File: config.mk
export PLATFORM = sky130hd
export DESIGN_NAME = minimac_rxdma
export DESIGN_NICKNAME = d
export VERILOG_FILES = /design/src/rtl/minimac_pkg.sv /design/src/rtl/minimac_rxwfifo.sv /design/src/rtl/minimac_rxdma.sv
export SDC_FILE = /design/constraint.sdc
export NUM_CORES = 1
export LEC_CHECK = 0
export ABC_AREA = 1
export BUFFER_PORTS_ARGS = -buffer_cell sky130_fd_sc_hd__buf_4
export CORE_ASPECT_RATIO = 1.1
export CORE_MARGIN = 2
export CORE_UTILIZATION = 40
export DETAILED_ROUTE_END_ITERATION = 10
export PLACE_DENSITY = 0.62
export SLEW_MARGIN = 20
export SYNTH_ARGS = -nofsm -noshare
export SYNTH_HDL_FRONTEND = slang
export SYNTH_HIERARCHICAL = 1
export SYNTH_SLANG_ARGS = --single-unit
File: constraint.sdc
create_clock -name sys_clk -period 7.1 [get_ports sys_clk]
set_input_delay 0.355 -clock sys_clk [delete_from_list [all_inputs] [get_ports sys_clk]]
set_output_delay 0.355 -clock sys_clk [all_outputs]
set_load 0.02 [all_outputs]
File: src/rtl/minimac_pkg.sv
// minimac_pkg
//   Shared definitions for the minimac receive DMA path: FSM state encoding,
//   byte-lane select constants, default parameters and the layout of one
//   word-FIFO entry (30-bit word address, 32-bit data, 4-bit lane select).
package minimac_pkg;

  typedef enum logic [1:0] {
    ST_IDLE  = 2'd0,
    ST_RECV  = 2'd1,
    ST_DROP  = 2'd2,
    ST_FLUSH = 2'd3
  } rx_state_t;

  localparam int MAX_BYTES_DEFAULT       = 1530;
  localparam int FIFO_DEPTH_LOG2_DEFAULT = 3;

  // Lanes are big-endian: the first byte of a word lands in bits 31:24.
  localparam logic [3:0] SEL_LANE0   = 4'b1000;
  localparam logic [3:0] SEL_LANE01  = 4'b1100;
  localparam logic [3:0] SEL_LANE012 = 4'b1110;
  localparam logic [3:0] SEL_ALL     = 4'b1111;

  localparam int ENTRY_W = 66;

  typedef struct packed {
    logic [29:0] adr;
    logic [31:0] dat;
    logic [3:0]  sel;
  } wr_entry_t;

  // Byte enables for a partially filled word holding lanes_filled bytes.
  function automatic logic [3:0] partial_sel(input logic [1:0] lanes_filled);
    logic [3:0] sel;
    case (lanes_filled)
      2'd1:    sel = SEL_LANE0;
      2'd2:    sel = SEL_LANE01;
      2'd3:    sel = SEL_LANE012;
      default: sel = SEL_ALL;
    endcase
    return sel;
  endfunction

endpackage

File: src/rtl/minimac_rxwfifo.sv
// minimac_rxwfifo
//   Synchronous show-ahead FIFO holding packed write requests for the RX DMA.
//   dout always presents the oldest entry; pop discards it.
// Ports:
//   sys_clk, sys_rst_n : clock, asynchronous active-low reset
//   flush              : synchronous clear to empty (wins over push/pop)
//   push, din          : write an entry (accepted when not full, or when a pop
//                        frees a slot in the same cycle)
//   pop                : discard the head entry
//   dout               : head entry
//   full, empty        : occupancy flags
module minimac_rxwfifo #(
  parameter int DEPTH_LOG2 = 3,
  parameter int WIDTH      = 66
) (
  input  logic             sys_clk,
  input  logic             sys_rst_n,
  input  logic             flush,
  input  logic             push,
  input  logic [WIDTH-1:0] din,
  input  logic             pop,
  output logic [WIDTH-1:0] dout,
  output logic             full,
  output logic             empty
);

  localparam int DEPTH = 1 << DEPTH_LOG2;
  localparam logic [DEPTH_LOG2:0] DEPTH_CNT = (DEPTH_LOG2+1)'(DEPTH);

  logic [WIDTH-1:0]      mem [DEPTH];
  logic [DEPTH_LOG2-1:0] wr_ptr, rd_ptr;
  logic [DEPTH_LOG2:0]   count;
  logic                  do_push, do_pop;

  assign full    = (count == DEPTH_CNT);
  assign empty   = (count == '0);
  assign do_pop  = pop && !empty;
  // A full FIFO can still take a push when the head leaves in the same cycle.
  assign do_push = push && (!full || do_pop);
  assign dout    = mem[rd_ptr];

  always_ff @(posedge sys_clk or negedge sys_rst_n) begin
    if (!sys_rst_n) begin
      wr_ptr <= '0;
      rd_ptr <= '0;
      count  <= '0;
    end else if (flush) begin
      wr_ptr <= '0;
      rd_ptr <= '0;
      count  <= '0;
    end else begin
      if (do_push) wr_ptr <= wr_ptr + 1'b1;
      if (do_pop)  rd_ptr <= rd_ptr + 1'b1;
      case ({do_push, do_pop})
        2'b10:   count <= count + 1'b1;
        2'b01:   count <= count - 1'b1;
        default: count <= count;
      endcase
    end
  end

  // Storage needs no reset; only the pointers define validity.
  always_ff @(posedge sys_clk) begin
    if (do_push && !flush) mem[wr_ptr] <= din;
  end

endmodule

File: src/rtl/minimac_rxdma.sv
// minimac_rxdma
//   Receive DMA of the minimac MAC. Packs framer bytes big-endian into 32-bit
//   words and writes them through a Wishbone master into the RX slot chosen by
//   the control interface, reporting progress with single-cycle pulses.
// Ports:
//   sys_clk, sys_rst_n        : clock, asynchronous active-low reset
//   rx_rst                    : synchronous soft reset / cycle abort
//   rx_valid, rx_adr          : slot loaded flag and slot word address
//   rx_resetcount/incrcount   : clear / increment the slot byte count
//   rx_endframe               : frame fully written
//   fifo_full                 : word FIFO overflow, frame dropped
//   rxb_data/stb/sof/eof/err  : byte stream from the RX framer
//   wbm_*                     : Wishbone write master
module minimac_rxdma
  import minimac_pkg::*;
#(
  parameter int FIFO_DEPTH_LOG2 = FIFO_DEPTH_LOG2_DEFAULT,
  parameter int MAX_BYTES       = MAX_BYTES_DEFAULT
) (
  input  logic        sys_clk,
  input  logic        sys_rst_n,
  input  logic        rx_rst,
  input  logic        rx_valid,
  input  logic [29:0] rx_adr,
  output logic        rx_resetcount,
  output logic        rx_incrcount,
  output logic        rx_endframe,
  output logic        fifo_full,
  input  logic [7:0]  rxb_data,
  input  logic        rxb_stb,
  input  logic        rxb_sof,
  input  logic        rxb_eof,
  input  logic        rxb_err,
  output logic [31:0] wbm_adr_o,
  output logic [31:0] wbm_dat_o,
  output logic [3:0]  wbm_sel_o,
  output logic        wbm_cyc_o,
  output logic        wbm_stb_o,
  output logic        wbm_we_o,
  input  logic        wbm_ack_i
);

  localparam logic [10:0] MAX_CNT = 11'(MAX_BYTES);

  rx_state_t   state, state_d;
  logic [29:0] base, base_d;
  logic [8:0]  word_ofs, word_ofs_d;
  logic [31:0] word, word_d;
  logic [1:0]  lane, lane_d;
  logic [10:0] byte_cnt, byte_cnt_d;
  logic        drop_pend, drop_pend_d;
  logic        resetcount_d, incrcount_d, endframe_d, overflow_d;
  logic        start_frame, push_req, push, pop;
  wr_entry_t   push_entry, head;
  logic        q_full, q_empty;

  assign wbm_we_o = 1'b1;
  assign pop      = wbm_cyc_o && wbm_ack_i;
  assign push     = push_req && !overflow_d;

  minimac_rxwfifo #(
    .DEPTH_LOG2(FIFO_DEPTH_LOG2),
    .WIDTH     (ENTRY_W)
  ) u_wfifo (
    .sys_clk  (sys_clk),
    .sys_rst_n(sys_rst_n),
    .flush    (rx_rst),
    .push     (push),
    .din      (push_entry),
    .pop      (pop),
    .dout     (head),
    .full     (q_full),
    .empty    (q_empty)
  );

  always_ff @(posedge sys_clk or negedge sys_rst_n) begin
    if (!sys_rst_n) state <= ST_IDLE;
    else            state <= state_d;
  end

  always_comb begin
    state_d      = state;
    base_d       = base;
    word_ofs_d   = word_ofs;
    word_d       = word;
    lane_d       = lane;
    byte_cnt_d   = byte_cnt;
    drop_pend_d  = drop_pend;
    resetcount_d = 1'b0;
    incrcount_d  = 1'b0;
    endframe_d   = 1'b0;
    overflow_d   = 1'b0;
    start_frame  = 1'b0;
    push_req     = 1'b0;
    push_entry.adr = base + 30'(word_ofs);
    push_entry.dat = word;
    push_entry.sel = SEL_ALL;

    if (rx_rst) begin
      state_d     = ST_IDLE;
      word_d      = '0;
      lane_d      = '0;
      byte_cnt_d  = '0;
      drop_pend_d = 1'b0;
    end else begin
      case (state)
        ST_IDLE: begin
          if (rxb_stb && rxb_sof) start_frame = 1'b1;
        end
        ST_RECV: begin
          if (rxb_stb && rxb_sof) begin
            // Missing eof: abandon the current frame, then start afresh.
            resetcount_d = 1'b1;
            start_frame  = 1'b1;
          end else if (rxb_eof) begin
            if (rxb_err) begin
              resetcount_d = 1'b1;
              state_d      = ST_IDLE;
            end else begin
              if (lane != 2'd0) begin
                push_req       = 1'b1;
                push_entry.sel = partial_sel(lane);
              end
              state_d = ST_FLUSH;
            end
            word_d = '0;
            lane_d = '0;
          end else if (rxb_stb) begin
            if (byte_cnt >= MAX_CNT) begin
              resetcount_d = 1'b1;
              state_d      = ST_DROP;
              word_d       = '0;
              lane_d       = '0;
            end else begin
              byte_cnt_d  = byte_cnt + 11'd1;
              incrcount_d = 1'b1;
              case (lane)
                2'd0:    word_d[31:24] = rxb_data;
                2'd1:    word_d[23:16] = rxb_data;
                2'd2:    word_d[15:8]  = rxb_data;
                default: word_d[7:0]   = rxb_data;
              endcase
              lane_d = lane + 2'd1;
              if (lane == 2'd3) begin
                push_req       = 1'b1;
                push_entry.dat = word_d;
                word_ofs_d     = word_ofs + 9'd1;
                word_d         = '0;
              end
            end
          end
        end
        ST_DROP: begin
          if (rxb_eof) state_d = ST_IDLE;
        end
        default: begin
          // A frame arriving while the previous one drains cannot be stored;
          // remember it so its bytes are skipped up to its own eof.
          if (rxb_stb && rxb_sof) drop_pend_d = 1'b1;
          else if (rxb_eof)       drop_pend_d = 1'b0;
          if (q_empty && !wbm_cyc_o) begin
            endframe_d  = 1'b1;
            state_d     = drop_pend_d ? ST_DROP : ST_IDLE;
            drop_pend_d = 1'b0;
          end
        end
      endcase

      if (start_frame) begin
        if (rx_valid) begin
          base_d       = rx_adr;
          word_ofs_d   = '0;
          word_d       = {rxb_data, 24'h0};
          lane_d       = 2'd1;
          byte_cnt_d   = 11'd1;
          resetcount_d = 1'b1;
          incrcount_d  = 1'b1;
          state_d      = ST_RECV;
        end else begin
          word_d     = '0;
          lane_d     = '0;
          byte_cnt_d = '0;
          state_d    = ST_DROP;
        end
      end

      // Overflow drops the word and the rest of the frame; a simultaneous pop
      // frees a slot, so that case is a normal push.
      if (push_req && q_full && !pop) begin
        overflow_d = 1'b1;
        state_d    = ST_DROP;
        word_d     = '0;
        lane_d     = '0;
      end
    end
  end

  always_ff @(posedge sys_clk or negedge sys_rst_n) begin
    if (!sys_rst_n) begin
      base          <= '0;
      word_ofs      <= '0;
      word          <= '0;
      lane          <= '0;
      byte_cnt      <= '0;
      drop_pend     <= 1'b0;
      rx_resetcount <= 1'b0;
      rx_incrcount  <= 1'b0;
      rx_endframe   <= 1'b0;
      fifo_full     <= 1'b0;
    end else begin
      base          <= base_d;
      word_ofs      <= word_ofs_d;
      word          <= word_d;
      lane          <= lane_d;
      byte_cnt      <= byte_cnt_d;
      drop_pend     <= drop_pend_d;
      rx_resetcount <= resetcount_d;
      rx_incrcount  <= incrcount_d;
      rx_endframe   <= endframe_d;
      fifo_full     <= overflow_d;
    end
  end

  // Single outstanding write: the head entry is copied into the output
  // registers when a cycle starts and held until ack, which also pops it.
  // The idle cycle after ack lets the FIFO head advance before the next start.
  always_ff @(posedge sys_clk or negedge sys_rst_n) begin
    if (!sys_rst_n) begin
      wbm_cyc_o <= 1'b0;
      wbm_stb_o <= 1'b0;
      wbm_adr_o <= '0;
      wbm_dat_o <= '0;
      wbm_sel_o <= '0;
    end else if (rx_rst) begin
      wbm_cyc_o <= 1'b0;
      wbm_stb_o <= 1'b0;
    end else if (wbm_cyc_o) begin
      if (wbm_ack_i) begin
        wbm_cyc_o <= 1'b0;
        wbm_stb_o <= 1'b0;
      end
    end else if (!q_empty) begin
      wbm_cyc_o <= 1'b1;
      wbm_stb_o <= 1'b1;
      wbm_adr_o <= {head.adr, 2'b00};
      wbm_dat_o <= head.dat;
      wbm_sel_o <= head.sel;
    end
  end

endmodule

==> flow_summary.yaml <==
critical_path:
  path_cells: "inv_1 -> ha_1 -> nor3_1 -> nand2_1 -> nand2_4 -> nand3_1 -> inv_1 -> nand2_1 -> nor2_2 -> nand2_1 -> nor2_4 -> buf_4"
  max_stage_delay_ps: 850
  crit_fanout: 55
  worstSetupEndpointType: "flip-flop"
  worstReg2RegEnd: "u_wfifo/mem[3][41]"
  cp.required_ps: 7310
  r2r_setup_slack_ps: 2980
  reg2reg_depth: 12
  cpMostUsedCell: "nand2_1"
  crit_path_start_kind: "flip-flop"
  worstSetupStartpoint: "lane[0]"
  worstPathArrival_ps: 4330
  criticalPathCategory: "flip-flop to flip-flop"
  reg2reg_from: "lane[0]"
  critPathSlowestCell: "buf_4"
min_path:
  hold_start: "wbm_ack_i"
  hold-path-cell-count: 4
  hp-class: "input port to flip-flop"
  whs_endpoint: "wbm_stb_o"
logic_synthesis:
  async_flop_share: 0.242
  dominantRegCellSynth: "edfxtp_1"
  avgSynthCellArea_sq_um: 10.9
  syn_inst: 2767
  syn_area_sq_mm: 0.0301
  synth_edf_count: 528
  yosysWarnings: 6
  synth_cell_types: 45
  synth_top_area_cell: "edfxtp_1"
  synth_seq_area_share: 0.668
  synth_top_area_share: 0.527
  synth_area_leaders: "edfxtp_1 (53%), dfrtp_1 (14%), nand2_1 (6.4%)"
  ys_ff_latch: 697
timing:
  hold_viol: 0
  finClkSkew_ps: 28.0
  finalSetupViolCount: 0
  fin_tns_setup_ps: 0
  timing.slew.headroom: 0.262
  post-route-period-util: 0.580
  maxSlewViolCount: 0
  tightest_slew_ps: 1110
  rsz0062_at_grt: "false"
  min_period_ps: 4120
  fmax_mhz: 243
die:
  ios: 122
  start_util: 0.404
  die_h_microns: 292
  fp.dieW_microns: 265
  rows: 105
  fp.dieArea_sq_mm: 0.0774
  coreArea_sq_mm: 0.0745
clock_tree:
  insertion_delay_ps: 610
  post_cts_buffers: 0
  cts_tree: "yes"
  clkTransAtPathRegs_ps: 60
  h-tree-depth: 3
  root_buffer: "clkbuf_16"
  clock_path_buffers: 3
  cts_buffers: 73
  clock_sinks: 697
cells_and_area:
  drive_gt1_frac: 0.124
  final_core_util: 0.462
  nNetsFinal: 2948
  synthToLayoutAreaGrowth_pct: 14.3
power_and_ir_drop:
  power.leakage_uw: 0.0133
  peakVddDrop_mv: 0.250
  power_density_mw_per_mm2: 260
place:
  io_buffers: 118
  place_congestion: 0.955
  dp_hpwl_mm: 43.7
route:
  vias: 20700
  first_pass_iters: 7
  vias_per_cell: 5.33
  antenna_left: 0
  wirelength_mm: 75.3
  post_drt_wl_per_cell_microns: 19.3
  drc_errors: 0
  drt_iter0_drc: 1945
grt:
  grt_max_degree: 173
  grt_overflow: 0
  antenna_found_initial: 2
  grt_first_pass_wirelength_mm: 117
  grt_pass1_vias: 20600
  grt.total_usage: 0.194
flow_run:
  drv_cap: 0
run_status:
  status: "finished, final reports clean"
## metrics by stage
stage               worst slack [ps]  area (sq um)  hold WS [ps]  total power [uW]  std cells
finish                          2980         34400           149              8960       3895
global route                    2720         34400           175              9280       3894
CTS                             3020         34400           114              9040       3893
detailed placement              3020         31800           405              5400       3730
global placement                3180         31800           402              5370       3730
floorplan                       2060         30100          59.4              5120       2776
## routing by layer
metal  routed length, microns  global-route usage  vias up
met3                     4850              0.0319      144
met4                     2090              0.0678        0
li1                         -                   -     9738
met1                    32600               0.263    10200
met2                    35800               0.319      657
met5                        0                   0        -
## logic make-up after synthesis
kind of cell / synth area share
AOI/OAI and AO/OA: 0.0924
xor gates and xnor gates: 0.0111
adders and majority gates: 0.0117
buffers and inverters: 0.0372
DFF: 0.668
muxes: 0.0247
other: 0.000250
and+or+nand+nor: 0.155
## synth_stat cells (25+ instances only)
cell type,instances
edfxtp_1,528
nand2_1,515
nor2_1,458
o21ai_0,339
dfrtp_1,169
o21ai_1,159
inv_1,90
clkbuf_1,77
nand3_1,72
mux2_2,66
nor3_1,48
buf_2,47
xor2_1,33
ha_1,25
## worst max-delay path, delay by kind of cell (launching register included)
| kind | cells | cell delay [ps] |
|---|---|---|
| fa+ha+maj | 1 | 400 |
| buf+inv | 3 | 1110 |
| flops | 1 | 440 |
| simple gates | 8 | 1740 |
## sequential cells by signal (all words and copies together) (netlist names), 4 cells and up
| register | count |
|---|---|
| base | 30 |
| byte_cnt | 11 |
| u_wfifo/count | 4 |
| u_wfifo/mem | 528 |
| wbm_adr_o | 30 |
| wbm_dat_o | 32 |
| wbm_sel_o | 4 |
| word | 32 |
| word_ofs | 9 |
## power breakdown
part	internal [uW]	switching, uW
sequential	4610	76.2
combinational	175	470
clock	2080	1550
## area by class of cell
type                       instances  area (sq um)
tap                              963          1200
clock buffer                      99          1990
timing repair buffer             175          1450
clock inverter                    33           263
antenna                            1          2.50
fill                            6663         40100
inverter                         102           392
multi-input combinational       1825          8990
sequential                       697         20100
## worst max path at each step
stage          depth (start not counted)                 end  slack, ps
2_1_floorplan                         12   u_wfifo/mem[0][0]       2060
3_3_place_gp                          12  u_wfifo/mem[6][41]       3180
3_5_place_dp                          12  u_wfifo/mem[6][41]       3020
4_1_cts                               12  u_wfifo/mem[6][41]       3020
5_1_grt                               13  u_wfifo/mem[2][45]       2720
6_report                              12  u_wfifo/mem[3][41]       2980
## cell usage in the layout, fill, tap and decap left out, drive strengths merged, types with 2 or more instances in the layout
master,count
edfxtp,528
nand2,524
o21ai,500
nor2,460
dfrtp,169
buf,143
inv,101
clkbuf,100
nand3,82
mux2,66
nor3,49
xor2,33
dlygate4sd3,31
clkinv,26
ha,25
a21oi,22
conb,11
nand4,10
nand3b,8
o22ai,8
nor4,7
xnor2,5
clkinvlp,5
o31ai,4
bufinv,3
a21o,2
fa,2
## repair_timing
item                                    CTS  global route
endpoints found under the hold margin    90             0
endpoints found under the setup margin    0             0
resized for setup                         0             0
hold buffers                             31             0
(Power assumes the default switching activity.)
